<file path="config.mk">
export PLATFORM = sky130hd
export DESIGN_NAME = sha256_job_sched
export DESIGN_NICKNAME = d
export VERILOG_FILES = /design/src/rtl/sha256_job_sched.sv
export SDC_FILE = /design/constraint.sdc
export NUM_CORES = 1
export LEC_CHECK = 0
export ABC_AREA = 1
export BUFFER_PORTS_ARGS = -buffer_cell sky130_fd_sc_hd__buf_2
export CORE_ASPECT_RATIO = 0.8
export CORE_MARGIN = 2
export CORE_UTILIZATION = 58
export DETAILED_ROUTE_END_ITERATION = 8
export PLACE_DENSITY = 0.79
export SYNTH_ARGS = -nofsm -noshare
export SYNTH_HDL_FRONTEND = slang
export SYNTH_SLANG_ARGS = --single-unit
</file>
<file path="constraint.sdc">
create_clock -name clk -period 2.96 [get_ports clk]
set_input_delay 0.296 -clock clk [delete_from_list [all_inputs] [get_ports clk]]
set_output_delay 0.296 -clock clk [all_outputs]
set_load 0.005 [all_outputs]
</file>
<file path="src/rtl/sha256_job_sched.sv">
// sha256_job_sched: FIFO-queued tagged job launcher for a single SHA core; SHA_SCHED_TIMEOUT_EN adds a WAIT timeout.
module sha256_job_sched #(
  parameter int DEPTH       = 4,
  parameter int ADDR_W      = 16,
  parameter int TAG_W       = 4,
  parameter int TIMEOUT_CYC = 4096
) (
  input  logic                     clk,
  input  logic                     reset_n,
  input  logic                     job_valid,
  output logic                     job_ready,
  input  logic [ADDR_W-1:0]        job_msg_addr,
  input  logic [ADDR_W-1:0]        job_out_addr,
  input  logic [TAG_W-1:0]         job_tag,
  output logic                     core_start,
  output logic [ADDR_W-1:0]        core_msg_addr,
  output logic [ADDR_W-1:0]        core_out_addr,
  input  logic                     core_done,
  output logic                     cmp_valid,
  input  logic                     cmp_ready,
  output logic [TAG_W-1:0]         cmp_tag,
  output logic                     cmp_err,
  output logic                     busy,
  output logic [$clog2(DEPTH):0]   pending
);
  localparam int PW = $clog2(DEPTH);
  localparam int CW = PW + 1;
  localparam int EW = 2 * ADDR_W + TAG_W;

  typedef enum logic [1:0] {IDLE, LAUNCH, WAIT, REPORT} state_t;
  state_t state, state_nx;

  logic [EW-1:0] mem [DEPTH];
  logic [PW-1:0] wp, rp;
  logic push, pop, full, empty, to;

  assign full       = pending == CW'(DEPTH);
  assign empty      = pending == '0;
  assign job_ready  = !full;
  assign push       = job_valid && !full;
  assign pop        = state == IDLE && !empty;
  assign core_start = state == LAUNCH;
  assign cmp_valid  = state == REPORT;
  assign busy       = state != IDLE;

  always_ff @(posedge clk)
    if (push) mem[wp] <= {job_msg_addr, job_out_addr, job_tag};

  always_ff @(posedge clk or negedge reset_n)
    if (!reset_n) begin
      wp      <= '0;
      rp      <= '0;
      pending <= '0;
    end else begin
      if (push) wp <= wp + 1'b1;
      if (pop) rp <= rp + 1'b1;
      pending <= pending + CW'(push) - CW'(pop);
    end

  // the tag register doubles as cmp_tag; all three hold from pop until the next pop
  always_ff @(posedge clk or negedge reset_n)
    if (!reset_n) begin
      core_msg_addr <= '0;
      core_out_addr <= '0;
      cmp_tag       <= '0;
    end else if (pop) begin
      {core_msg_addr, core_out_addr, cmp_tag} <= mem[rp];
    end

  always_ff @(posedge clk or negedge reset_n)
    if (!reset_n) state <= IDLE;
    else state <= state_nx;

  always_comb begin
    state_nx = state;
    unique case (state)
      IDLE:    state_nx = empty ? IDLE : LAUNCH;
      LAUNCH:  state_nx = WAIT;
      WAIT:    state_nx = (core_done || to) ? REPORT : WAIT;
      REPORT:  state_nx = cmp_ready ? IDLE : REPORT;
      default: state_nx = IDLE;
    endcase
  end

`ifdef SHA_SCHED_TIMEOUT_EN
  logic [31:0] cnt;

  assign to = state == WAIT && cnt == 32'(TIMEOUT_CYC - 1);

  always_ff @(posedge clk or negedge reset_n)
    if (!reset_n) cnt <= '0;
    else if (state == LAUNCH) cnt <= '0;
    else if (state == WAIT) cnt <= cnt + 1'b1;

  // done in the same cycle as the timeout still reports success
  always_ff @(posedge clk or negedge reset_n)
    if (!reset_n) cmp_err <= 1'b0;
    else if (state == WAIT && (core_done || to)) cmp_err <= !core_done;
`else
  logic unused_timeout;

  assign to             = 1'b0;
  assign cmp_err        = 1'b0;
  assign unused_timeout = ^TIMEOUT_CYC;
`endif
endmodule

</file>
# ---- Word level (Yosys, flattened, before mapping)
# Memories as Yosys holds them, arrays and structs flattened. A register that Yosys moved wholly into a read port is not among the register bits.
# Index checks and enable logic that the tools add are counted.
dict set report word_totals {
  register_bits 9
  ram_bits 144
  inputBits 41
  output_inout_bits 44
  word_cells 27
  mem_count 1
}
# name words width read_ports rd_clocked_by_memory_dff write_ports line_no
set mem_list {}
lappend mem_list {mem 4 36 1 1 1 33} ;# logic [EW-1:0] mem [DEPTH];
dict set report op_classes {
  n_addsub 4
  eq_ne 4
  mux 6
  reduce_logical 8
}
# operator count
set op_table {}
lappend op_table {{one-hot mux 2 bit (4 select lines)} 1}
lappend op_table {{adder 2 x 1 -> 2 bit (second input constant)} 2}
lappend op_table {{equality test 2 bit (second input constant)} 2}
lappend op_table {{two-way mux 1 bit} 4}
lappend op_table {{adder 3 x 1 -> 3 bit} 1}
lappend op_table {{equality test 3 bit (second input constant)} 1}
lappend op_table {{logical NOT 1 bit} 3}
lappend op_table {{logical NOT 3 bit} 1}
lappend op_table {{subtractor 3 x 1 -> 3 bit} 1}
lappend op_table {{equality test 2 x 1 -> 1 bit (second input constant)} 1}
lappend op_table {{logical AND 1 bit} 2}
lappend op_table {{logical NOT 2 bit} 1}
lappend op_table {{two-way mux 2 bit} 1}
lappend op_table {{nonzero test 2 bit} 1}

# ---- Depth between registers and ports, before layout
dict set report logic_depth {
  word_depth 5
  mapped_depth 9
  depth_no_buf 8
}

# ---- Least setup slack after synthesis
# Ideal clock, no wire load.
dict set report synth_path {
  path_type {register -> register}
  startpoint {reg pending[1]}
  endpoint {mem mem[0][0] (netlist bit), enable pin}
  setup_time_ns 0.429
  arrival_time_ns 2.237
  required_ns 2.531
  path_slack_ns 0.294
  path_stages_with_launch 5
  path_buffers 0
  period_less_slack_ns 2.666
  path_cell_list {dfrtp_1 nor2_2 nand2_1 nand2_2 nor2_1}
}
dict set report synth_via {
  elab_chain_len 5
}
# element line_no
set synth_lines {}
lappend synth_lines {{start, declared} 24} ;# output logic [$clog2(DEPTH):0] pending
lappend synth_lines {{start signal, assigned} 57} ;# pending <= pending + CW'(push) - CW'(pop);
lappend synth_lines {{equality test 3 bit} 37} ;# assign full = pending == CW'(DEPTH);
lappend synth_lines {{logical NOT 1 bit} --}
lappend synth_lines {{via job_ready} 11} ;# output logic job_ready,
lappend synth_lines {{logical AND 1 bit} 40} ;# assign push = job_valid && !full;
lappend synth_lines {{two-way mux 1 bit} 47} ;# if (push) mem[wp] <= {job_msg_addr, job_out_addr, job_tag};
lappend synth_lines {{two-way mux 1 bit (not written as such)} 47}
lappend synth_lines {{end, declared} 33}
# The timed path passes the listed nets, and every way through them passes these cells.

# ---- Final worst setup path
dict set report layout_path {
  startpoint {reg pending[1]}
  endpoint {reg pending[2]}
}
dict set report layout_via {
  elab_chain_len 5
  word_cells_on_any_way 8
  cone_classes {add/sub (2); eq/ne (1); reduce/logical (5)}
}
# element line_no
set layout_lines {}
lappend layout_lines {{equality test 3 bit} 37}
lappend layout_lines {{logical NOT 1 bit} 40}
lappend layout_lines {{logical AND 1 bit} 40}
lappend layout_lines {{adder 3 x 1 -> 3 bit} 57}
lappend layout_lines {{subtractor 3 x 1 -> 3 bit (*)} 57}
# Mark *: on every way between the ends. The rest lies on a longest branch, timed or not.
# A chain may end at the register's enable or synchronous reset.

==> key figures <==
Critical path
  – R2R depth: 8
  – R2r startpoint: pending[1]
  – CP endpoint kind: flop
  – Crit Path Category: reg -> reg
  – Worst reg2reg path endpoint: pending[2]
  – Critical Path AT: ~2.5 ns
  – Flop-to-flop setup slack: 0.81 ns
  – CP max FO: 7
  – CP Launch Type: flop
  – Critical path required time: 3.28 ns

Synthesis
  – Seq/Total Area, Yosys: between 60% and 70%
  – Async S/R FF share, synth: 23.8%
  – Post-synth top area cell: edfxtp_1
  – Post-Synthesis Net Count: 825
  – Synthesized instance count: around 800
  – Number of synthesized register bits: 189
  – Netlist cell types: 22
  – Synth top area cells: edfxtp_1 54%, dfrtp_1 14%, nand2_1 14%
  – Ys Warns: 0
  – Ys flop type: edfxtp_1
  – Post-synth EDFFs: 144
  – Post-Syn Area: about 7900 sq um
  – Avg Synthesized Cell Area: 10.2 sq um
  – Most frequent cell after synthesis: nand2_1
  – Top cells by count, synth: 300 x nand2_1, 156 x inv_1, 144 x edfxtp_1
  – Post-synth top area share: between 50% and 60%

Global routing
  – Pin count of the biggest net entering global routing: 75
  – First-pass GRT wire length: 25600 um
  – GR Overflow Total: 0
  – Vias in the first global route: around 5.0k
  – Total GRT Usage: about a quarter
  – Initial antenna violation count: 0

Placement
  – Gpl congestion: approximately 0.75
  – DP Wirelength: between 9000 and 10000 um
  – PortBufs: just over 80

STA
  – Period minus WS final: 2.15 ns
  – Worst Tran Pin Value: 1.08 ns
  – Post-Route Setup TNS: 0 ns
  – Final Hold Vio Count: 0
  – Max-slew headroom: around 28%
  – Final slew viol count: 0
  – Final Setup Violations: 0
  – RSZ-0062 raised after global routing: no
  – F_max: between 400 and 500 MHz
  – Final Skew: around 0.007 ns
  – Period utilization: 72.5%

CTS
  – Postcts setup bufs: 0
  – CTS Buffer Depth: 2
  – Clk slew on worst S/H paths: 0.07 ns
  – Post-CTS sizing: 0
  – Clock Sinks: 189
  – Clock root buffer master: clkbuf_16
  – Clk Latency, worst-skew pair: about 0.43 ns
  – CTS tree: built
  – Number of buffers created by CTS: 17
  – H-tree levels: 4
  – CTS Hold Bufs: 0

Die
  – Die Footprint: 14700 sq um
  – Die span in x: 135 um
  – Starting Density: between 50% and 60%
  – Die H: approximately 110 um
  – Rows: 38
  – # IOs: between 80 and 90
  – Total core area: 13500 sq um

Power and ir drop
  – Total power: 9250 uW
  – NetSw: roughly 3200 uW
  – Gate power share: roughly 32%
  – Power Internal: roughly 6000 uW
  – PD cells: around 1000 nW/um^2
  – Clk network pwr share: 26.1%
  – Sw Share: between 30% and 40%
  – Flop pwr share: 41.9%
  – Leakage: between 0.004 and 0.005 uW
  – Worst vdd ir: 0.000569 V

Hold path
  – Worst Hold Class: in -> async

Cells and area
  – Synth-to-layout area growth: 14.9%
  – Layout cells sized above 1: ~16%
  – Inserted Diodes: 0
  – Post-layout nets: 906

Route
  – Drt pass-1 iters: 5
  – Via/cell ratio: between 4 and 5
  – 1st-iter DRT viols: between 400 and 500
  – Routed len/inst: approximately 15 um
  – Via count: between 5k and 6k
  – Post-route ant nets: 0
  – DRC: 0
  – Final wirelength: 15700 um

Job
  – Max_cap viols: 0

Status
  – Outcome: completed
## worst max path at each step
stage	start	to	slack (ns)
6_report	pending[1]	pending[2]	0.81
5_1_grt	pending[1]	pending[2]	0.74
4_1_cts	pending[1]	pending[2]	0.82
3_5_place_dp	pending[1]	pending[2]	0.84
3_3_place_gp	pending[1]	pending[2]	0.94
2_1_floorplan	pending[1]	mem[0][0]	0.29
## cell families after synthesis
group           share of synthesized area (%)
simple gates                             19.3
buf+inv                                  10.0
flops                                    68.6
fa+ha+maj                                1.20
compound gates                          0.299
xor+xnor                                0.441
other cells                            0.0472
## cell type report
cell class	count	area, sq um
inverter	159	597
timing repair buffer	93	490
clock inverter	14	189
tap	180	225
sequential	189	5450
clock buffer	18	439
multi-input combinational	398	1730
fill	987	4330
## power groups by stage
stage / Combinational (uW) / Clock, uW / Sequential [uW]
6_report: 2960 / 2420 / 3870
5_1_grt: 3410 / 2550 / 3940
4_1_cts: 2990 / 2440 / 3880
3_5_place_dp: 2950 / 0 / 3920
3_3_place_gp: 2860 / 0 / 3890
2_1_floorplan: 2030 / 0 / 3930
## per-stage QoR
step	utilization, %	worst slack, ns	hold WS (ns)	std cells	instance area (sq um)
final	67.8	0.814	0.0636	1051	9130
after global routing	67.8	0.738	0.0577	1051	9130
after CTS	67.8	0.819	0.0582	1051	9130
after detailed placement	63.1	0.840	0.461	1019	8500
after global placement	63.1	0.940	0.457	1019	8500
after floorplan	-	0.294	0.000409	777	7940
## layout by cell type, fill, tap and decap left out, types with 2 or more instances in the layout
cell type	instances
nand2_1	300
inv_1	156
edfxtp_1	144
buf_2	83
nand3_1	73
dfrtp_1	43
clkbuf_16	17
buf_4	10
ha_1	6
nor2_4	4
bufinv_16	4
inv_2	3
o21ai_0	3
xor2_1	3
clkinv_2	3
inv_6	3
nor2_1	2
clkinvlp_4	2
dfrtp_2	2
## sequential cells by signal, summed over array words and instances, names as in the netlist
signal,flops
rp,2
pending,3
state,2
wp,2
cmp_tag,4
core_out_addr,16
core_msg_addr,16
mem,144
## routing by layer
layer	vias up	part of all wire (%)	global-route usage, %
li1	2548	-	-
met1	2432	43	31.2
met2	184	48	37.1
met3	28	6.9	6.65
met4	0	1.7	9.17
met5	-	0	0
## critical path, cell delays in order, from the launching register on
cell and delay, ns:
dfrtp_1 0.43, nor2_2 0.21, nand2_1 0.15, nand2_2 0.26, ha_1 0.19, inv_1 0.04, ha_1 0.19, fa_1 0.38
xor2_1 0.17
Power figures use the tool's default switching activity.
